File: config.mk
export PLATFORM = sky130hd
export DESIGN_NAME = rr_arbiter4
export DESIGN_NICKNAME = d
export VERILOG_FILES = /design/src/rtl/arb_pkg.sv /design/src/rtl/rr_pick4.sv /design/src/rtl/rr_arbiter4.sv
export SDC_FILE = /design/constraint.sdc
export NUM_CORES = 1
export LEC_CHECK = 0
export ABC_AREA = 1
export BUFFER_PORTS_ARGS = -buffer_cell sky130_fd_sc_hd__buf_2
export CAP_MARGIN = 20
export CORE_AREA = 2 2 51 64
export DETAILED_ROUTE_END_ITERATION = 8
export DIE_AREA = 0 0 53 66
export GPL_TIMING_DRIVEN = 0
export PLACE_DENSITY = 0.66
export SLEW_MARGIN = 20
export SYNTH_ARGS = -nofsm -noshare
export SYNTH_HDL_FRONTEND = slang
export SYNTH_SLANG_ARGS = --single-unit
File: constraint.sdc
create_clock -name clk -period 2.3 [get_ports clk]
set_clock_uncertainty 0.15 [all_clocks]
set_input_delay 0.345 -clock clk [delete_from_list [all_inputs] [get_ports clk]]
set_output_delay 0.345 -clock clk [all_outputs]
set_load 0.02 [all_outputs]
File: src/rtl/arb_pkg.sv
// Shared types for the 4-requester round-robin arbiter and its combinational picker.
package arb_pkg;

    localparam int N_REQ = 4;

    typedef enum logic {IDLE, GRANT} arb_state_t;

    typedef logic [3:0] onehot4_t;

    // Owner index of a one-hot grant; zero input maps to 0 and is never used that way.
    function automatic logic [1:0] oh_to_idx(input onehot4_t oh);
        logic [1:0] idx;
        idx = 2'd0;
        for (int i = 0; i < N_REQ; i++) begin
            if (oh[i]) idx = 2'(i);
        end
        return idx;
    endfunction

endpackage

File: src/rtl/rr_pick4.sv
// Combinational round-robin pick: first set request bit searching from ptr upward, mod 4.
module rr_pick4
    import arb_pkg::*;
(
    input  logic     [3:0] req,
    input  logic     [1:0] ptr,
    output onehot4_t       pick
);

    logic [1:0] idx;
    logic       found;

    always_comb begin
        pick  = '0;
        found = 1'b0;
        idx   = 2'd0;
        for (int j = 0; j < N_REQ; j++) begin
            idx = ptr + 2'(j);
            if (!found && req[idx]) begin
                pick[idx] = 1'b1;
                found     = 1'b1;
            end
        end
    end

endmodule

File: src/rtl/rr_arbiter4.sv
// Registered round-robin arbiter: holds a grant until done, request drop or hold limit,
// always inserting one idle cycle between grants so the downstream encoder never sees a switch.
module rr_arbiter4
    import arb_pkg::*;
#(
    parameter int HOLD_MAX = 8,
    parameter int CNT_W    = 8
) (
    input  logic       clk,
    input  logic       rst,
    input  logic [3:0] req,
    input  logic       done,
    output logic [3:0] gnt,
    output logic       gnt_valid,
    output logic       timeout
);

    localparam logic [CNT_W-1:0] LIMIT = CNT_W'(HOLD_MAX - 1);

    arb_state_t       state, state_d;
    logic [1:0]       ptr, ptr_d;
    logic [CNT_W-1:0] hold_cnt, cnt_d;
    onehot4_t         gnt_d, pick;
    logic             timeout_d;
    logic [1:0]       owner;
    logic             rel_done, rel_drop, rel_lim, rel;

    rr_pick4 u_pick (
        .req  (req),
        .ptr  (ptr),
        .pick (pick)
    );

    assign owner    = oh_to_idx(gnt);
    assign rel_done = done;
    assign rel_drop = ~|(req & gnt);
    assign rel_lim  = (HOLD_MAX != 0) && (hold_cnt == LIMIT);
    assign rel      = rel_done | rel_drop | rel_lim;

    always_ff @(posedge clk) begin
        if (rst) begin
            state     <= IDLE;
            ptr       <= 2'd0;
            hold_cnt  <= '0;
            gnt       <= '0;
            gnt_valid <= 1'b0;
            timeout   <= 1'b0;
        end else begin
            state     <= state_d;
            ptr       <= ptr_d;
            hold_cnt  <= cnt_d;
            gnt       <= gnt_d;
            gnt_valid <= |gnt_d;
            timeout   <= timeout_d;
        end
    end

    always_comb begin
        state_d = state;
        case (state)
            IDLE:    if (|req) state_d = GRANT;
            GRANT:   if (rel)  state_d = IDLE;
            default: state_d = IDLE;
        endcase
    end

    // Next values of the registered outputs and datapath; a release always lands in a
    // zero-grant cycle, which is what guarantees the bubble between owners.
    always_comb begin
        gnt_d     = gnt;
        ptr_d     = ptr;
        cnt_d     = hold_cnt;
        timeout_d = 1'b0;
        case (state)
            IDLE: begin
                gnt_d = '0;
                if (|req) begin
                    gnt_d = pick;
                    cnt_d = '0;
                end
            end
            GRANT: begin
                if (rel) begin
                    gnt_d     = '0;
                    ptr_d     = owner + 2'd1;
                    timeout_d = rel_lim & ~rel_done & ~rel_drop;
                end else if (hold_cnt != '1) begin
                    cnt_d = hold_cnt + 1'b1;
                end
            end
            default: gnt_d = '0;
        endcase
    end

endmodule

Yosys cells after proc, flatten, opt, wreduce, memory -nomap -nowiden
Index checks and enable logic that the tools add are counted.
{ "word_totals": {"elab_cells": 88, "register_bits": 17} }
{ "classes": {"add_sub_neg": 5, "mux": 36, "magnitude_cmp": 8, "reduce_logical": 17, "bitwise": 11, "eq_ne": 5} }
{ "op_table": {"columns": ["cell", "count"], "rows": [
  ["$mux W4", 6],
  ["$mux W8", 3],
  ["$pmux W8 S2", 1],
  ["$mux W1", 14],
  ["$lt A2 B3 Y1 const B", 4],
  ["$or A4 B4 Y4", 3],
  ["$reduce_or A4 Y1", 3],
  ["$add A8 B1 Y8 const B", 1],
  ["$bmux W1 S2", 4],
  ["$demux W1 S2", 4],
  ["$eq A8 B3 Y1 const B", 1],
  ["$ge A2 B1 Y1 const B", 4],
  ["$ne A8 B8 Y1 const B", 1],
  ["$pmux W4 S2", 1],
  ["$logic_and A1 B1 Y1", 7],
  ["$add A2 B1 Y2 const B", 2],
  ["$add A2 B2 Y2 const B", 2],
  ["$and A4 B4 Y4", 1],
  ["$logic_not A1 Y1", 4],
  ["$mux W2", 2],
  ["$ne A2 B2 Y1 const B", 2],
  ["$not A1 Y1", 3],
  ["$reduce_and A3 Y1", 1],
  ["$reduce_or A3 Y1", 1],
  ["5 further kinds", 7]
]} }

Logic depth before layout (Yosys ltp)
{ "depth": {"ltp_word": 15, "depth_mapped": 13, "ltp_nobuf": 13} }

By module
A second synthesis with hierarchy kept.
{ "hier_totals": {"cells_unflattened": 198, "hier_area_um2": 1305.0} }
{ "by_module_without_submodules": {"columns": ["mod", "instances", "cells_per_inst", "area_per_inst_um2", "seq_area_each_um2"], "rows": [
  ["rr_arbiter4", 1, 125, 905.9, 340.3],
  ["rr_pick4", 1, 73, 399.1, 0.0]
]} }

Least setup slack after synthesis
Ideal clock, no wire load.
{ "synth_timing": {"kind": "flip-flop to flip-flop", "start": "register ptr[0]", "end": "register gnt_valid", "stages_incl_launch_ff": 14, "t_required_ns": 2.083, "t_arrival_ns": 1.787, "slack_ns": 0.296, "setup_time_ns": 0.067, "cell_sequence": "dfxtp_1 inv_2 ha_1 inv_1 nand3_1 nand2_1 nand2_4 nor2_4 nand2_1 nand3b_1 nand2_1 nand2_1 nor2_1 a21oi_2"} }
{ "synth_between": {"elab_chain_len": 15} }
{ "synth_rtl": {"columns": ["item", "line_no", "rtl"], "rows": [
  ["from (decl)", "rr_arbiter4.sv:21", "logic [1:0] ptr, ptr_d;"],
  ["from (signal assigned)", "rr_arbiter4.sv:50", "ptr <= ptr_d;"],
  ["branches (longest 11 deep; another with $lt A2 B3 Y1)", null, null],
  ["$mux W4 (*)", "rr_pick4.sv:19", "if (!found && req[idx]) begin"],
  ["$mux W4 (*)", "rr_arbiter4.sv:77", "if (|req) begin"],
  ["$pmux W4 S2 (*)", "rr_arbiter4.sv:74", "case (state)"],
  ["$reduce_or A4 Y1 (*)", "rr_arbiter4.sv:53", "gnt_valid <= |gnt_d;"],
  ["to (signal assigned)", "rr_arbiter4.sv:53", null],
  ["to (decl)", "rr_arbiter4.sv:14", "output logic gnt_valid,"]
]} }
Every way passes the cells marked *. The select of a mux whose other input is x is not followed.
A chain may end at the register's enable or synchronous reset.

Worst setup path after layout
{ "layout_timing": {"start": "register ptr[1]", "end": "register gnt_valid"} }
The elaborated chain is that of the path after synthesis.

==> metrics.txt <==
CTS Root Cell clkbuf_4; Die W 53 um; CP Class reg -> reg; Vias/cell about 5.2; area grow syn2layout 11.2%; die area 3500 sq um; PortBufs 12; fin crit share 91.0%; worst hold path class in -> reg; antenna cells 0; CP Capture Type flop; CP dominant cell by count nand2_1; RSZ-0062 raised after global routing false; post-route ant nets 0; Num CTS Buffers 3; min Tclk post-route between 2000 and 2500 ps; buffer and inverter count on the worst path 2; Worst Max-Slew Pin Slew 589 ps; final worst slack about 200 ps; CP required 2320 ps; Ys Warns 0; Pins Over Slew Limit 0; Max-cap violations 0; outcome completed; CTS tree yes; Crit path largest cell delay 400 ps; antenna violations before repair 0; vias in the first global route 1197; DR DRC count 0; pwr dens between 500 and 600 nW/um^2; max_slew headroom around three fifths; share of layout cells above drive strength 1 16.3%; Clock Path Buffers 2; DRT Wirelength around 2800 um; clock-pin slew of the registers on the worst-case setup and hold paths 100 ps; #FFs+latches synth 17; FILL cells 308; Sequential Area 348 sq um; H-tree depth 1; Critical Path Fanout Max 7; Max Freq 0.478 GHz; post-detailed-route wirelength per cell 11.9 um; LEAKAGE 0.000613 uW; most common cell after layout, fill and taps aside nand2_1; cell area after synthesis between 1000 and 1500 sq um; Arr. time, crit path between 2000 and 2500 ps; Net count, final 218; cells taking the most area after synthesis dfxtp_1, nand2_1, nand3_1; row count 22; drt pass-1 iters 4; CP delay by family, top simple AND/OR/NAND/NOR gates; Syn Area/Cell 6.71 sq um; vias ~1200; worst path cell trace inv_1 > ha_1 > inv_1 > nand3_1 > nand2_1 > nand3_1 > nand2_1 > nand3b_1 > nand2_1 > nand2_1 > nor2_1 > a21oi_2; Final Hold Violating Endpoints 0; IR drop worst, VDD approximately 0.42 mV; largest net degree at the start of global routing 12; Total Power just over 800 uW; GRT Overall Usage 18.2%; Clock Sinks 17; Detail Placement HPWL 2290 um; Clock Latency Late Sink a little under 300 ps; Seq/Total Area, Yosys 27.3%; synthesized instance count 186; syn nets between 200 and 250; area leader, netlist dfxtp_1; global route overflow 0; Worst Setup Start Kind flop; post-synth cell types 25; CP max stage cell dfxtp_4; Initial Utilization 43.2%; Multi-input gate area 825 sq um; Die H between 60 and 70 um; leading cell types in the layout, fill and taps excluded nand2_1, nand3_1, a21oi_1; worst slack at placement -9.89 ps; Iter 0 DRT Violations 24; Setup Viol. Count Final 0; RePlAce Congestion 0.769; Ports 13; first-pass GRT wire length 4900 um; top cell type's share of synthesized area between 20% and 30%; Fin Setup TNS 0 ps; number of setup buffers added after CTS 0; core area 2890 sq um
registers in the layout, indices dropped and copies added (netlist names):
| register | count |
|---|---|
| gnt | 4 |
| gnt_valid | 1 |
| hold_cnt | 8 |
| ptr | 2 |
| state | 1 |
| timeout | 1 |
metal layers:
metal	vias up	part of all wire (%)	GRT usage [%]
met2	11	57	37.0
li1	655	-	-
met4	0	0.81	6.73
met3	2	2.1	1.81
met1	577	40	17.8
met5	-	0	0
what timing repair did:
action / in CTS / in global routing
setup endpoints to repair: 1 / 2
cloned: 0 / 0
endpoints found under the hold margin: 0 / 0
gates resized for setup: 1 / 3
hold buffers: 0 / 0
report_power, final:
part	internal, uW	switching (uW)	total, uW
clock	64.6	92.4	157
combinational	104	211	315
sequential	318	24.7	342
total	486	328	814
Yosys cell counts:
master / instances
o41ai_1: 1
a21oi_1: 17
o21ai_0: 1
clkinv_1: 1
nor3_1: 3
nor2_1: 9
nand3_1: 26
nor2_2: 1
nand2_2: 3
inv_1: 15
nor2_4: 1
o211ai_1: 1
nand3_4: 2
nand3b_1: 3
o21ai_1: 5
clkbuf_1: 2
xor2_1: 5
nor4_1: 2
nand4_1: 6
nand2_1: 49
inv_2: 4
a21oi_2: 1
dfxtp_1: 17
ha_1: 8
nand2_4: 3
per-stage QoR:
stage,area (sq um),hold WS (ps),utilization (%),std cells
after detailed placement,1350,335,46.8,234
after global routing,1390,82.4,48.0,238
final,1390,82.1,48.0,238
after floorplan,1250,264,-,186
after global placement,1350,333,46.8,234
after CTS,1380,78.4,47.8,238
worst register-to-register path, cell delays in order, from the launching register on:
cell	delay [ps]
dfxtp_4	400
inv_1	140
ha_1	360
inv_1	90
nand3_1	80
nand2_1	120
nand3_1	110
nand2_1	60
nand3b_1	160
nand2_1	80
nand2_1	50
nor2_1	120
a21oi_2	70
final cells by class:
| type | count | share of cell area, % |
|---|---|---|
| Multi-Input combinational cell | 147 | 59.4 |
| Sequential cell | 17 | 25.1 |
| Inverter | 20 | 5.41 |
| Timing Repair Buffer | 12 | 4.33 |
| Tap cell | 36 | 3.25 |
| Clock buffer | 3 | 1.62 |
| Buffer | 2 | 0.541 |
| Clock inverter | 1 | 0.361 |
path summary, 6_finish.rpt:
path                                   from     endpoint  slack [ps]  cells after the start
worst min register to register  hold_cnt[7]  hold_cnt[7]         350                      2
worst min-delay path                   done      timeout          80                      2
worst max-delay path                 ptr[1]    gnt_valid         210                     12
worst max register to register       ptr[1]    gnt_valid         210                     12
cell families (layout without fill, tap and decap cells):
| family | Yosys count | count (layout) | synth area share (%) |
|---|---|---|---|
| buffers and inverters | 22 | 38 | 6.62 |
| AOI/OAI and AO/OA | 26 | 26 | 11.2 |
| xor gates and xnor gates | 5 | 5 | 3.51 |
| adders and majority gates | 8 | 8 | 8.02 |
| DFF | 17 | 17 | 27.3 |
| and+or+nand+nor | 108 | 108 | 43.3 |
Power figures use the tool's default switching activity.
